## src/rtl/mileage_disp_pkg.sv

```systemverilog
// Shared types, segment encodings and helpers for the mileage display.
// Build option: LEADING_ZERO_BLANK_EN enables leading-zero blanking.
package mileage_disp_pkg;

   localparam int SEG_W = 8;

   // Segment order {a,b,c,d,e,f,g,dp}, active-high
   localparam logic [SEG_W-1:0] SEG_0     = 8'b1111_1100;
   localparam logic [SEG_W-1:0] SEG_1     = 8'b0110_0000;
   localparam logic [SEG_W-1:0] SEG_2     = 8'b1101_1010;
   localparam logic [SEG_W-1:0] SEG_3     = 8'b1111_0010;
   localparam logic [SEG_W-1:0] SEG_4     = 8'b0110_0110;
   localparam logic [SEG_W-1:0] SEG_5     = 8'b1011_0110;
   localparam logic [SEG_W-1:0] SEG_6     = 8'b1011_1110;
   localparam logic [SEG_W-1:0] SEG_7     = 8'b1110_0000;
   localparam logic [SEG_W-1:0] SEG_8     = 8'b1111_1110;
   localparam logic [SEG_W-1:0] SEG_9     = 8'b1111_0110;
   localparam logic [SEG_W-1:0] SEG_BLANK = 8'b0000_0000;

   typedef enum logic [1:0] {
      IDLE,
      SHIFT,
      DONE
   } conv_state_t;

   function automatic logic [SEG_W-1:0] seg_encode(input logic [3:0] d);
      logic [SEG_W-1:0] s;
      case (d)
         4'd0:    s = SEG_0;
         4'd1:    s = SEG_1;
         4'd2:    s = SEG_2;
         4'd3:    s = SEG_3;
         4'd4:    s = SEG_4;
         4'd5:    s = SEG_5;
         4'd6:    s = SEG_6;
         4'd7:    s = SEG_7;
         4'd8:    s = SEG_8;
         4'd9:    s = SEG_9;
         default: s = SEG_BLANK;
      endcase
      return s;
   endfunction

   // ceil(w / 3.32): decimal digits needed for a w-bit binary value
   function automatic int bcd_nibbles(input int w);
      return (w * 100 + 331) / 332;
   endfunction

endpackage

```

## src/rtl/mileage_display_scan_bin2bcd.sv

```systemverilog
// Sequential double-dabble binary to BCD converter.
// One shift per cycle; done pulses in the cycle the result is final.
module bin2bcd_seq
   import mileage_disp_pkg::*;
#(
   parameter int BIN_W = 27,
   parameter int NIB   = bcd_nibbles(BIN_W)
) (
   input  logic             clk,
   input  logic             rst,
   input  logic             start,
   input  logic [BIN_W-1:0] din,
   output logic             busy,
   output logic             done,
   output logic [NIB*4-1:0] bcd
);

   localparam int CW = $clog2(BIN_W + 1);

   conv_state_t      state;
   logic [BIN_W-1:0] bin;
   logic [CW-1:0]    cnt;
   logic [NIB*4-1:0] adj;

   always_comb begin
      adj = bcd;
      for (int i = 0; i < NIB; i++) begin
         if (bcd[i*4 +: 4] >= 4'd5)
            adj[i*4 +: 4] = bcd[i*4 +: 4] + 4'd3;
      end
   end

   always_ff @(posedge clk) begin
      if (rst) begin
         state <= IDLE;
         bin   <= '0;
         cnt   <= '0;
         bcd   <= '0;
         busy  <= 1'b0;
         done  <= 1'b0;
      end else begin
         done <= 1'b0;
         case (state)
            IDLE: begin
               if (start) begin
                  bin   <= din;
                  bcd   <= '0;
                  cnt   <= '0;
                  busy  <= 1'b1;
                  state <= SHIFT;
               end
            end
            SHIFT: begin
               {bcd, bin} <= {adj, bin} << 1;
               cnt <= cnt + 1'b1;
               if (cnt == CW'(BIN_W - 1)) begin
                  done  <= 1'b1;
                  state <= DONE;
               end
            end
            DONE: begin
               busy  <= 1'b0;
               state <= IDLE;
            end
            default: state <= IDLE;
         endcase
      end
   end

endmodule

```

## src/rtl/mileage_display_scan.sv

```systemverilog
// Mileage display: BCD conversion, multiplexed 7-seg scan, flowing LED bar.
// Build option: LEADING_ZERO_BLANK_EN blanks digits above the top nonzero one.
module mileage_display_scan
   import mileage_disp_pkg::*;
#(
   parameter int DIGITS   = 8,
   parameter int BIN_W    = 27,
   parameter int LED_N    = 8,
   parameter int SCAN_DIV = 100000,
   parameter int FLOW_DIV = 50000000
) (
   input  logic              clk,
   input  logic              rst,
   input  logic              power_now,
   input  logic              dir,
   input  logic [BIN_W-1:0]  record,
   output logic [LED_N-1:0]  led,
   output logic [SEG_W-1:0]  seg_out,
   output logic [DIGITS-1:0] seg_an,
   output logic              overflow
);

   localparam int NIB = bcd_nibbles(BIN_W);
   localparam int EXT = (NIB > DIGITS) ? NIB : DIGITS;
   localparam int EW  = EXT * 4;
   localparam int IW  = (DIGITS > 1) ? $clog2(DIGITS) : 1;
   localparam int SW  = (SCAN_DIV > 1) ? $clog2(SCAN_DIV) : 1;
   localparam int FW  = (FLOW_DIV > 1) ? $clog2(FLOW_DIV) : 1;

   logic [BIN_W-1:0]    last;
   logic                start;
   logic                busy;
   logic                done;
   logic [NIB*4-1:0]    bcd;
   logic [EW-1:0]       bcd_ext;

   logic [DIGITS*4-1:0] disp, new_disp, nxt_disp;
   logic [DIGITS-1:0]   blank, new_blank, nxt_blank;
   logic                ovf, new_ovf, nxt_ovf;

   logic [SW-1:0]       sdiv, sdiv_nxt;
   logic [FW-1:0]       fdiv, fdiv_nxt;
   logic [IW-1:0]       idx, idx_nxt;
   logic [LED_N-1:0]    pat, pat_nxt;
   logic                sdiv_wrap, fdiv_wrap;
   logic                pwr_q;
   logic [3:0]          dig;
   logic [SEG_W-1:0]    seg_nxt;

   assign start = ~busy & (record != last);

   bin2bcd_seq #(
      .BIN_W (BIN_W)
   ) u_conv (
      .clk   (clk),
      .rst   (rst),
      .start (start),
      .din   (record),
      .busy  (busy),
      .done  (done),
      .bcd   (bcd)
   );

`ifdef LEADING_ZERO_BLANK_EN
   logic seen;
`endif

   // Saturate to all nines when the value needs more than DIGITS digits
   always_comb begin
      bcd_ext  = EW'(bcd);
      new_ovf  = 1'b0;
      new_disp = '0;
      for (int i = DIGITS; i < EXT; i++)
         new_ovf = new_ovf | (bcd_ext[i*4 +: 4] != 4'd0);
      for (int i = 0; i < DIGITS; i++)
         new_disp[i*4 +: 4] = new_ovf ? 4'd9 : bcd_ext[i*4 +: 4];
`ifdef LEADING_ZERO_BLANK_EN
      seen      = 1'b0;
      new_blank = '0;
      for (int i = DIGITS - 1; i > 0; i--) begin
         seen         = seen | (new_disp[i*4 +: 4] != 4'd0);
         new_blank[i] = ~seen;
      end
`else
      new_blank = '0;
`endif
   end

   always_comb begin
      nxt_disp  = done ? new_disp  : disp;
      nxt_blank = done ? new_blank : blank;
      nxt_ovf   = done ? new_ovf   : ovf;
   end

   always_comb begin
      sdiv_wrap = (sdiv == SW'(SCAN_DIV - 1));
      sdiv_nxt  = sdiv_wrap ? '0 : sdiv + 1'b1;
      fdiv_wrap = (fdiv == FW'(FLOW_DIV - 1));
      fdiv_nxt  = fdiv_wrap ? '0 : fdiv + 1'b1;
      if (!pwr_q)
         idx_nxt = '0;
      else if (sdiv_wrap)
         idx_nxt = (idx == IW'(DIGITS - 1)) ? '0 : idx + 1'b1;
      else
         idx_nxt = idx;
      if (!fdiv_wrap)
         pat_nxt = pat;
      else if (dir)
         pat_nxt = {pat[0], pat[LED_N-1:1]};
      else
         pat_nxt = {pat[LED_N-2:0], pat[LED_N-1]};
   end

   // Encode from the next-cycle digits so a fresh result shows immediately
   always_comb begin
      dig     = nxt_disp[idx_nxt*4 +: 4];
      seg_nxt = nxt_blank[idx_nxt] ? SEG_BLANK : seg_encode(dig);
   end

   always_ff @(posedge clk) begin
      if (rst) begin
         last     <= '0;
         disp     <= '0;
         blank    <= '0;
         ovf      <= 1'b0;
         sdiv     <= '0;
         fdiv     <= '0;
         idx      <= '0;
         pat      <= LED_N'(1);
         pwr_q    <= 1'b0;
         led      <= '0;
         seg_an   <= '0;
         seg_out  <= '0;
         overflow <= 1'b0;
      end else begin
         if (start)
            last <= record;
         disp  <= nxt_disp;
         blank <= nxt_blank;
         ovf   <= nxt_ovf;
         pwr_q <= power_now;
         if (power_now) begin
            sdiv     <= sdiv_nxt;
            fdiv     <= fdiv_nxt;
            idx      <= idx_nxt;
            pat      <= pat_nxt;
            led      <= pat_nxt;
            seg_an   <= DIGITS'(1) << idx_nxt;
            seg_out  <= seg_nxt;
            overflow <= nxt_ovf;
         end else begin
            pat      <= LED_N'(1);
            led      <= '0;
            seg_an   <= '0;
            seg_out  <= '0;
            overflow <= 1'b0;
         end
      end
   end

endmodule

```

## config.mk

```make
export PLATFORM = sky130hd
export DESIGN_NAME = mileage_display_scan
export DESIGN_NICKNAME = d
export VERILOG_FILES = /design/src/rtl/mileage_disp_pkg.sv /design/src/rtl/mileage_display_scan_bin2bcd.sv /design/src/rtl/mileage_display_scan.sv
export SDC_FILE = /design/constraint.sdc
export NUM_CORES = 1
export LEC_CHECK = 0
export CAP_MARGIN = 20
export CORE_MARGIN = 2
export CORE_UTILIZATION = 55
export CTS_CLUSTER_SIZE = 20
export DETAILED_ROUTE_END_ITERATION = 12
export HOLD_SLACK_MARGIN = 0.12
export PLACE_DENSITY = 0.8
export SLEW_MARGIN = 20
export SYNTH_ARGS = -nofsm -noshare
export SYNTH_HDL_FRONTEND = slang
export SYNTH_SLANG_ARGS = --single-unit
```

## constraint.sdc

```tcl
create_clock -name clk -period 9.5 [get_ports clk]
set_input_delay 1.9 -clock clk [delete_from_list [all_inputs] [get_ports clk]]
set_output_delay 1.9 -clock clk [all_outputs]
set_load 0.03 [all_outputs]
```

# --- Word level (Yosys, flattened, before mapping) ---
# Memories as Yosys holds them, arrays and structs flattened. A register that Yosys moved wholly into a read port is not among the register bits.
# Cells that the tools add are included.
totals:
  mem_count: 1
  input_bits: 31
  output_inout_bits: 25
  ff_bits: 220
  wordCells: 109
  rom_bits: 112
mem_list:
  columns: ["memory", "depth", "word_bits", "rd", "rd_clocked_by_memory_dff", "write_ports", "line", "rtl"]
  rows:
  - ["(no name shown)", 16, 7, 1, 1, 0, "mileage_disp_pkg.sv:28", "case (d)"]
classes:
  n_shift: 2
  eq_ne: 9
  n_reduce_logical: 10
  bitwise_logic: 4
  n_mux: 41
  add_sub_neg: 13
  n_lt_le_gt_ge: 10
op_table:
  columns: ["cell", "count"]
  rows:
  - ["$pmux 36 s2", 1]
  - ["$mux 4", 16]
  - ["$pmux 27 s2", 1]
  - ["$ge 4x3->1 const B", 9]
  - ["$mux 36", 1]
  - ["$add 4x2->4 const B", 8]
  - ["$mux 32", 1]
  - ["$shiftx 32x6->4", 1]
  - ["$mux 27", 1]
  - ["$ne 27x27->1", 1]
  - ["$add 26x1->26 const B", 1]
  - ["$eq 26x26->1 const B", 1]
  - ["$mux 26", 1]
  - ["$mux 8", 3]
  - ["$add 17x1->17 const B", 1]
  - ["$eq 17x17->1 const B", 1]
  - ["$mux 17", 1]
  - ["$mux 3", 4]
  - ["$pmux 5 s2", 1]
  - ["$shl 1x3->8 const A", 1]
  - ["$reduce_and 2->1", 3]
  - ["$add 5x1->5 const B", 1]
  - ["$eq 5x5->1 const B", 1]
  - ["$mux 5", 1]
  - ["other kinds (20)", 28]

# --- Depth between registers and ports, before layout ---
# Gate-level depths: netlist of the first run.
logic_depth:
  ltp_word: 7
  ltp_mapped: 14
  ltp_nobuf: 13

# --- Modules after synthesis ---
# Synthesis of the first run repeated with hierarchy kept, for this count alone.
hier_totals:
  cells_unflattened: 1051
  area_unflattened_um2: 9623.0
modules_own_cells:
  columns: ["mod", "seq_area_each_um2", "n_inst", "cells_each", "area_each_um2"]
  rows:
  - ["mileage_display_scan", 2802.7, 1, 676, 6233.5]
  - ["bin2bcd_seq", 1441.4, 1, 375, 3389.5]

# --- Worst setup path before layout of the first run ---
# OpenSTA, ideal clock, no wires.
synth_path:
  kind: "input -> register"
  start: "input port record[14]"
  end: "register u_conv.bin[12]"
  path_slack_ns: 5.807
  required_ns: 9.409
  n_path_buf: 2
  setup_ns: 0.091
  path_stages: 8
  arrival_ns: 3.602
  path_cell_list: "xor2_1 nor4_1 a41oi_1 o21ba_2 clkbuf_1 buf_1 nor2_1 a311oi_1"
synth_between:
  elab_chain_cells: 4
synth_rtl:
  columns: ["element", "line", "rtl"]
  rows:
  - ["from (decl)", "mileage_display_scan.sv:16", "input logic [BIN_W-1:0] record,"]
  - ["$ne 27x27->1", "mileage_display_scan.sv:50", "assign start = ~busy & (record != last);"]
  - ["$and 1x1->1", "mileage_display_scan.sv:50", null]
  - ["$ne 2x2->1 (no line)", null, null]
  - ["$reduce_and 2->1 (no line)", null, null]
  - ["to (signal assigned)", "mileage_display_scan_bin2bcd.sv:46", "bin <= din;"]
  - ["to (signal assigned)", "mileage_display_scan_bin2bcd.sv:54", "{bcd, bin} <= {adj, bin} << 1;"]
  - ["to (decl)", "mileage_display_scan_bin2bcd.sv:21", "logic [BIN_W-1:0] bin;"]
# No other way between the ends.
# A chain may end at the register's enable or synchronous reset.

# --- Worst setup path after layout of the first run ---
layout_path:
  start: "input port record[4]"
  end: "register u_conv.cnt[3]"
layout_between:
  elab_chain_cells: 4
layout_rtl:
  columns: ["element", "line", "rtl"]
  rows:
  - ["$ne 27x27->1", "mileage_display_scan.sv:50", null]
  - ["$and 1x1->1", "mileage_display_scan.sv:50", null]
  - ["$ne 2x2->1 (no line)", null, null]
  - ["$reduce_and 2->1 (no line)", null, null]
  - ["to (signal assigned)", "mileage_display_scan_bin2bcd.sv:55", "cnt <= cnt + 1'b1;"]
  - ["to (decl)", "mileage_display_scan_bin2bcd.sv:22", "logic [CW-1:0] cnt;"]
# No other way between the ends.

==> metrics list, run 1 <==
* Status: finished, final reports clean
- Type of the most critical hold path: flip-flop to flip-flop
- On the worst path, the slowest cell contributes a delay of approximately 900 ps.
- RSZ-0062 raised after global routing: no
- Final weighted congestion in routability-driven placement: approximately 0.83
- XOR/XNOR share of the synthesized area: 0.07484
- Worst EP arrival: about 4800 ps
- IO buf count: 54
- Internal power consumption: 0.001483 W
- Worst IR Drop VDD: about 0.00014 V
- Sw frac: 0.2307
- Clock slew at the register clock pins of the worst setup and hold paths: around 60 ps
- Fraction of final layout cells sized beyond drive strength 1: 0.05820
- Via count of the first global-routing pass: between 7000 and 8000
* Cell repeated most along the worst path: xor2_1
* CTS Root Cell: clkbuf_16
- Origin of the worst min-delay path: blank[7]
* Mean routed wirelength per cell: around 15 microns
* Final Slew Violations: 0
* Total setup violations reported at the end of the flow: 0
- Once detail routing completed, the nets flagged for antenna violations numbered 0.
* Number of maximum-capacitance violations: 0
- DIE WIDTH: ~140 microns
- EDFF count, synth: 0
- The total area inside the core boundary comes to approximately 0.017 sq mm.
- Final WL: 20180 microns
- Across all setup checks in the final design, the least slack found is approximately 5100 ps.
* Gate family responsible for the most delay along the worst path: compound AO/OA/AOI/OAI gates
- In this run, the number of DRC markers left after iteration 0 of detailed routing was 530.
- Of the total power, combinational logic draws 0.073.
- Total setup buffers inserted after CTS: 0
- Kind of capture point of the worst setup path: flip-flop
* Reg2Reg Launch Point: sdiv[0]
- The critical path contains buffers and inverters numbering 2 combined.
* Area of the die: between 0.015 and 0.02 sq mm
* Half-perimeter wire length of the detailed placement result: between 10000 and 15000 microns
- The number of hold violations in the final report was 0.
- Global-route wire length before repair: around 34000 microns
* Number of buffers created by CTS: 23
- Share of cell area taken by muxes after synthesis: 0.07652
- # hold bufs at CTS: 0
- Of the total synthesized cell area, the portion taken by full adders, half adders and majority gates is 0.03993.
- In this run the cell area of the synthesized design comes to 0.009713 sq mm.
- Startpoint kind of the worst setup timing path: primary input
* Pin count of the biggest net entering global routing: 67
* Most frequent cells in the layout: dfxtp_1 (212), nor2_1 (183), nand2_1 (97)
- Row count: 48
* Relative contribution of the clock network to total power: 0.442
* Fraction of the yosys area taken by sequential cells: 0.4369
- Largest buffer count on any clock path: 3
* Inst Count DP: approximately 1300
- Total power per unit cell area: roughly 170 mW/mm^2
* Share of async-settable or async-resettable flops after synthesis: 0
- Of all nets on the critical path, the largest fanout is 55.
* Growth of design area from synthesis to finish: 13.55%
- Placement Setup Slack: between 4000 and 5000 ps
* Slew at the pin closest to its max-slew limit: roughly 1000 ps
- TritonCTS clock tree: built
* Design Power: 0.001928 W
- The worst setup path is of the primary input to flip-flop kind.
- Total of flip-flops plus latches after synthesis: ~210
* Post-Syn Area per Cell: between 8 and 9 sq um
- On the final layout, the worst clock skew is 13.26 ps.
* Relative max-transition margin: 0.3049
- For this run, the post-layout net count is 1182.
- Number of iterations in the first detailed-routing pass: 5
* Vias: approximately 7700
- Sequential Power Share: 0.485
- Counting I/O delays and the setup requirement, the final critical path takes around 4400 ps.
- Sum Neg Setup Slack: 0 ps
- In the routed layout, each cell is associated on average with a via count of around 5.6.
* Max Fclk: roughly 0.23 GHz
- Vertical die dimension: 136.9 microns
- Commonest non-fill, non-tap cell in the layout: dfxtp_1
- In this run the power spent charging and discharging nets is 0.0004449 W.
- Antenna diode count: 0
- During synthesis, Yosys emitted a total of 0 warnings.
- Of the total synthesized cell area, the portion taken by AND, OR, NAND and NOR gates is 0.2019.
* Share of the clock period used by the worst path: 0.4599
* Leakage: slightly above 4 nW
* Drt drc: 0
* Number of instances resized during post-cts repair: 0
* Worst-path cell with the longest stage delay: o21ba_2
- Walking the worst path, the cells encountered are clkdlybuf4s50_1 > xor2_1 > nor4_1 > a41oi_4 > buf_4 > o21ba_2 > nand4_1 > xor2_1 > nor2_1.
* CP required: ~9900 ps
- Summed over all layers, the global routing overflow is 0.
- The finished layout holds about 1400 standard cells, fillers aside.
* Post-Synthesis Net Count: 1162
- H-tree lvl count: 1
- The most critical setup path has its startpoint at record[4].
* Number of antenna violations at the first check in global routing: 0
- Synthesized netlist cell count: between 1000 and 1500
- Leading register cell type out of synthesis: dfxtp_1
- GRT Resource Usage Total: 0.2203
* Clk_lat worst skew: roughly 500 ps
- CTS saw 212 sinks.
- For this configuration, the core starts out at a cell density of 0.5616.
* Number of ports placed on the die boundary: 56
* Post-synthesis compound-gate area fraction: 0.1287
- Netlist cell types: 58
* Dominant combinational cell family by area after synthesis: simple AND/OR/NAND/NOR gates
==> per-stage QoR <==
step	area, sq um	util	hold slack, ps
3_5_place_dp	10310	0.5964	447.7
5_1_grt	11030	0.6377	471.1
6_report	11030	0.6377	466.6
4_1_cts	11030	0.6377	464.9
3_3_place_gp	10310	0.5964	446.4
2_1_floorplan	9713	-	429.8
==> logic make-up after synthesis <==
logic type	after synthesis
flops	212
mux	72
fa+ha+maj	31
xor+xnor	83
compound gates	186
other cells	1
simple gates	422
buf+inv	93
==> registers in the layout, indices dropped and copies added (netlist names), 2 cells and up <==
name and flops:
u_conv.bcd 36, disp 32, last 27, u_conv.bin 27, fdiv 26, sdiv 17
blank 8, led 8, seg_an 8, seg_out 7, u_conv.cnt 5, idx 3
u_conv.state 2
==> per-layer routing <==
layer  GRT usage  share of wire  up-vias  routed length (microns)
li1            -              -     3848                        -
met1      0.2873           0.46     3644                     9273
met2      0.3789           0.48      136                     9702
met3     0.03519          0.042       32                      850
met4     0.06071          0.017        0                      350
met5           0              0        -                        0
==> area by class of cell <==
cell class / count / area [sq um]
Clock buffer: 36 / 674.4
Clock inverter: 3 / 40.04
Fill cell: 1410 / 6267
Inverter: 29 / 108.9
Multi-Input combinational cell: 795 / 5105
Sequential cell: 212 / 4244
Tap cell: 225 / 281.5
Timing Repair Buffer: 59 / 575.6
==> power groups by stage <==
stage | Combinational, W | Sequential [W] | Clock (W)
final | 0.000141 | 0.000935 | 0.000853
after global routing | 0.000157 | 0.000937 | 0.000900
after CTS | 0.000142 | 0.000934 | 0.000866
after detailed placement | 0.000141 | 0.000954 | 0
after global placement | 0.000138 | 0.000953 | 0
after floorplan | 0.0000950 | 0.000953 | 0
==> Yosys cell counts (2+ instances only) <==
| master | n | area share |
|---|---|---|
| dfxtp_1 | 212 | 0.44 |
| nor2_1 | 184 | 0.071 |
| nand2_1 | 97 | 0.037 |
| mux2i_1 | 57 | 0.059 |
| xor2_1 | 50 | 0.045 |
| a21oi_1 | 45 | 0.023 |
| clkbuf_1 | 44 | 0.017 |
| o21ai_0 | 33 | 0.017 |
| xnor2_1 | 33 | 0.030 |
| ha_1 | 31 | 0.040 |
| inv_1 | 29 | 0.011 |
| a311oi_1 | 26 | 0.023 |
| nor3_1 | 24 | 0.012 |
| a22oi_1 | 23 | 0.018 |
| nand3_1 | 23 | 0.012 |
| nand2b_1 | 17 | 0.011 |
| nand4_1 | 16 | 0.010 |
| o22ai_1 | 15 | 0.0097 |
| and2_1 | 14 | 0.0090 |
| mux2_2 | 14 | 0.016 |
| a211oi_1 | 9 | 0.0070 |
| and3_1 | 9 | 0.0058 |
| buf_1 | 8 | 0.0031 |
| buf_4 | 8 | 0.0062 |
| or3_1 | 7 | 0.0045 |
| a21o_1 | 5 | 0.0039 |
| and4_1 | 5 | 0.0045 |
| nor3b_1 | 5 | 0.0039 |
| nor4_1 | 4 | 0.0026 |
| o21ba_2 | 4 | 0.0041 |
| a211o_1 | 3 | 0.0027 |
| a41oi_1 | 3 | 0.0027 |
| and4b_1 | 3 | 0.0031 |
| nand3b_1 | 3 | 0.0023 |
| o211ai_1 | 3 | 0.0023 |
| o21a_1 | 3 | 0.0023 |
| o31a_1 | 3 | 0.0027 |
| a221o_1 | 2 | 0.0021 |
| a221oi_1 | 2 | 0.0018 |
| buf_2 | 2 | 0.0010 |
| buf_6 | 2 | 0.0023 |
| nor2b_1 | 2 | 0.0013 |
| nor4b_1 | 2 | 0.0018 |
| o221ai_1 | 2 | 0.0018 |
==> worst paths after layout <==
check | endpoint | slack [ps] | cells after the start
setup / recovery | u_conv.cnt[3] | 5130 | 9
setup reg to reg | seg_out[4] | 5910 | 11
hold / removal | blank[7] | 470 | 1
hold reg to reg | blank[7] | 470 | 1
==> worst register-to-register path: stages, from the launching register on <==
cell and delay, ps:
dfxtp_1 370, ha_1 210, and4_1 290, and4_1 490
mux2_4 410, o31ai_1 250, a211oi_1 110, nor3_2 470
inv_1 160, ha_1 310, nor3b_1 150, o31a_1 250
No activity file was read; power rests on OpenSTA's default activity.
==> run 2: changes to the inputs <==
--- a/config.mk
+++ b/config.mk
@@ -7,11 +7,11 @@
 export LEC_CHECK = 0
 export CAP_MARGIN = 20
 export CORE_MARGIN = 2
-export CORE_UTILIZATION = 55
+export CORE_UTILIZATION = 54
 export CTS_CLUSTER_SIZE = 20
 export DETAILED_ROUTE_END_ITERATION = 12
 export HOLD_SLACK_MARGIN = 0.12
-export PLACE_DENSITY = 0.8
+export PLACE_DENSITY = 0.82
 export SLEW_MARGIN = 20
 export SYNTH_ARGS = -nofsm -noshare
 export SYNTH_HDL_FRONTEND = slang
==> constraint.sdc (replaced) <==
create_clock -name clk -period 3.67 [get_ports clk]
set_input_delay 0.734 -clock clk [delete_from_list [all_inputs] [get_ports clk]]
set_output_delay 0.734 -clock clk [all_outputs]
set_load 0.03 [all_outputs]
==> metrics list, run 2 (synthesis gave the netlist of run 1 again) <==
- Status: finished, final reports clean
- u_conv.bcd holds more flip-flops than any other register.
- H-tree lvl count: 1
- Count of nets after finishing: 1192
- Total setup violations reported at the end of the flow: 0
- The number of buffers and inverters on the critical path is 2.
* Fraction of final layout cells sized beyond drive strength 1: 0.07417
* Flip-flop count of the largest register, all copies and words added: 36
* Maximum single-stage delay on the critical path: 430 ps
- The slowest stage of the critical path is the a2bb2oi_1 cell.
- The number of antenna violations at the first check in global routing was 0.
- Relative max-transition margin: 0.3082
- The filler cells instantiated in the layout total ~1400.
- For this run, the top clock speed supported by timing is between 0.2 and 0.3 GHz.
- The die covers roughly 0.019 sq mm.
- Routability-driven placement finished with a final weighted congestion of about 0.86.
- Entering global routing, the biggest net connects 83 pins.
- In this run the power density over the cells is around 480 mW/mm^2.
- Final WL: between 20000 and 25000 microns
- Worst EP arrival: approximately 3900 ps
- The number of global-route vias before repair is roughly 7400.
- The max-slew violation total from the final report is 0.
* Sum Neg Setup Slack: 0 ps
- Largest buffer count on any clock path: 3
- At the worst endpoint, the required time is between 4000 and 5000 ps.
* TritonCTS clock tree: built
- Highest fanout seen on the critical path: 7
- The tightest hold path in the finished design has a slack of about 470 ps.
- Setup CP Type: flip-flop to flip-flop
* RSZ-0062 raised after global routing: no
- The min-delay analysis places its worst path in the category flip-flop to flip-flop.
- Number of ports placed on the die boundary: 56
- Worst clock skew: between 15 and 20 ps
- During placement, the flow inserted port buffers numbering 54.
- Summing all multi-input logic gate instances after layout gives roughly 0.0051 sq mm.
- In this design, the largest share of critical-path delay is due to simple AND/OR/NAND/NOR gates.
- After detailed routing, the average wire length per cell comes to between 15 and 20 microns.
- Clock tree synthesis selected as its root buffer the cell clkbuf_16.
- The repair_antennas step left the layout with diodes totalling 0.
- Design Power: 0.005394 W
* Total count of hold-check failures in the final report: 0
- Leakage: approximately 4.3 nW
* Most frequent cells in the layout: dfxtp_1 (212), nor2_1 (183), nand2_1 (97)
* Startpoint kind of the worst setup timing path: flip-flop
- The die is around 140 microns tall.
* CTS sink count: between 200 and 250
- IR analysis of the VDD net gives a maximum drop of around 0.00039 V.
* Drt drc: 0
- The first routing iteration left between 500 and 600 violations.
- Kind of capture point of the worst setup path: flip-flop
* Register Area: roughly 0.0042 sq mm
- Number of maximum-capacitance violations: 0
- For this configuration, the core starts out at a cell density of 0.5463.
- Total overflow reported by the global router: 0
* Util after Layout: 0.6337
- Clock slew at the register clock pins of the worst setup and hold paths: 60 ps
* Min Tclk post-route: roughly 3500 ps
- Count of antenna-violating nets left after detailed routing: 0
- Walking the worst path, the cells encountered are ha_1 > and4_1 > and4_1 > buf_4 > mux2i_1 > and2_1 > o221ai_1 > a2bb2oi_1 > inv_1 > ha_1 > nor3b_1 > o31a_1.
- The routed layout has between 7000 and 8000 vias.
- Number of buffers created by CTS: 22
- After floorplanning, the core was divided into 49 placement rows.
- Share of the clock period used by the worst path: 0.9472
- The die is approximately 140 microns wide.
- Relative to the synthesized area, the layout overhead comes to 16.00%.
- The total area inside the core boundary comes to 0.01778 sq mm.
- Top flop regs: u_conv.bcd (36), disp (32)
- Dividing the detail-routed via count by the number of cells gives approximately 5.7.
* Commonest non-fill, non-tap cell in the layout: dfxtp_1
- Number of iterations in the first detailed-routing pass: 8
- The HPWL after detailed placement is about 14000 microns.
- Across every metal layer, demand over resource in global routing totals 0.2122.
- For the pin with the worst max-slew slack, the measured transition is about 1000 ps.
* Global-route wire length before repair: about 35000 microns
* Clk_lat worst skew: 510 ps
## run 2: cell count changes in the layout (fill, tap and decap cells not counted), sizes merged
cell    change
buf        +11
bufinv      +6
clkbuf     -10
clkinv      +5
## run 2: path summary, 6_finish.rpt
| path | end | slack (ps) | from | cells past startpoint |
|---|---|---|---|---|
| worst min register to register | blank[3] | 470 | blank[3] | 1 |
| worst min-delay path | blank[3] | 470 | blank[3] | 1 |
| worst max register to register | seg_out[4] | 190 | sdiv[0] | 12 |
| worst max-delay path | seg_out[4] | 190 | sdiv[0] | 12 |
## run 2: cell type report
type | instances | share of cell area
multi-input combinational | 795 | 0.4531
sequential | 212 | 0.3767
timing repair buffer | 70 | 0.05952
clock buffer | 26 | 0.05386
tap | 229 | 0.02543
clock inverter | 14 | 0.02177
inverter | 29 | 0.009661
## run 2: worst register-to-register path: stages (launching register included)
cell       delay, ps
dfxtp_1          390
ha_1             210
and4_1           290
and4_1           340
buf_4            200
mux2i_1          110
and2_1           240
o221ai_1         220
a2bb2oi_1        430
inv_1            190
ha_1             350
nor3b_1          140
o31a_1           250
## run 2: through the flow
| step | cell area (sq um) | instances | setup slack [ps] |
|---|---|---|---|
| 4_1_cts | 11240 | 1372 | 179.3 |
| 3_5_place_dp | 10390 | 1332 | 230.1 |
| 5_1_grt | 11270 | 1375 | 21.09 |
| 2_1_floorplan | 9713 | 1100 | 611.3 |
| 3_3_place_gp | 10390 | 1332 | 337.4 |
| 6_report | 11270 | 1375 | 193.8 |
## run 2: repair_timing
action	in CTS	in global routing
hold buffers	0	0
resized for setup	0	0
setup endpoints to repair	0	1
buffers inserted	0	3
## run 2: report_power, final
| group | leakage (nW) | switching [W] | total, W | internal [W] |
|---|---|---|---|---|
| clock | 0.425 | 0.000930 | 0.00260 | 0.00167 |
| sequential | 1.72 | 0.0000481 | 0.00242 | 0.00237 |
| combinational | 2.14 | 0.000218 | 0.000374 | 0.000155 |
| total | 4.29 | 0.00120 | 0.00539 | 0.00420 |
## run 2: layer usage
| metal | part of all wire | vias to the layer above | routed length [microns] | global-route usage |
|---|---|---|---|---|
| met1 | 0.44 | 3735 | 9186 | 0.2789 |
| met2 | 0.48 | 232 | 9993 | 0.3585 |
| li1 | - | 3864 | - | - |
| met5 | 0 | - | 0 | 0 |
| met3 | 0.049 | 49 | 1029 | 0.03429 |
| met4 | 0.028 | 0 | 589 | 0.06982 |
==> run 3: changes to the inputs <==
--- a/config.mk
+++ b/config.mk
@@ -10,7 +10,7 @@
 export CORE_UTILIZATION = 54
 export CTS_CLUSTER_SIZE = 20
 export DETAILED_ROUTE_END_ITERATION = 12
-export HOLD_SLACK_MARGIN = 0.12
+export HOLD_SLACK_MARGIN = 0.03
 export PLACE_DENSITY = 0.82
 export SLEW_MARGIN = 20
 export SYNTH_ARGS = -nofsm -noshare
==> results of run 3 <==
Same layout as run 2: the final DEF is identical, and so are final timing and power.
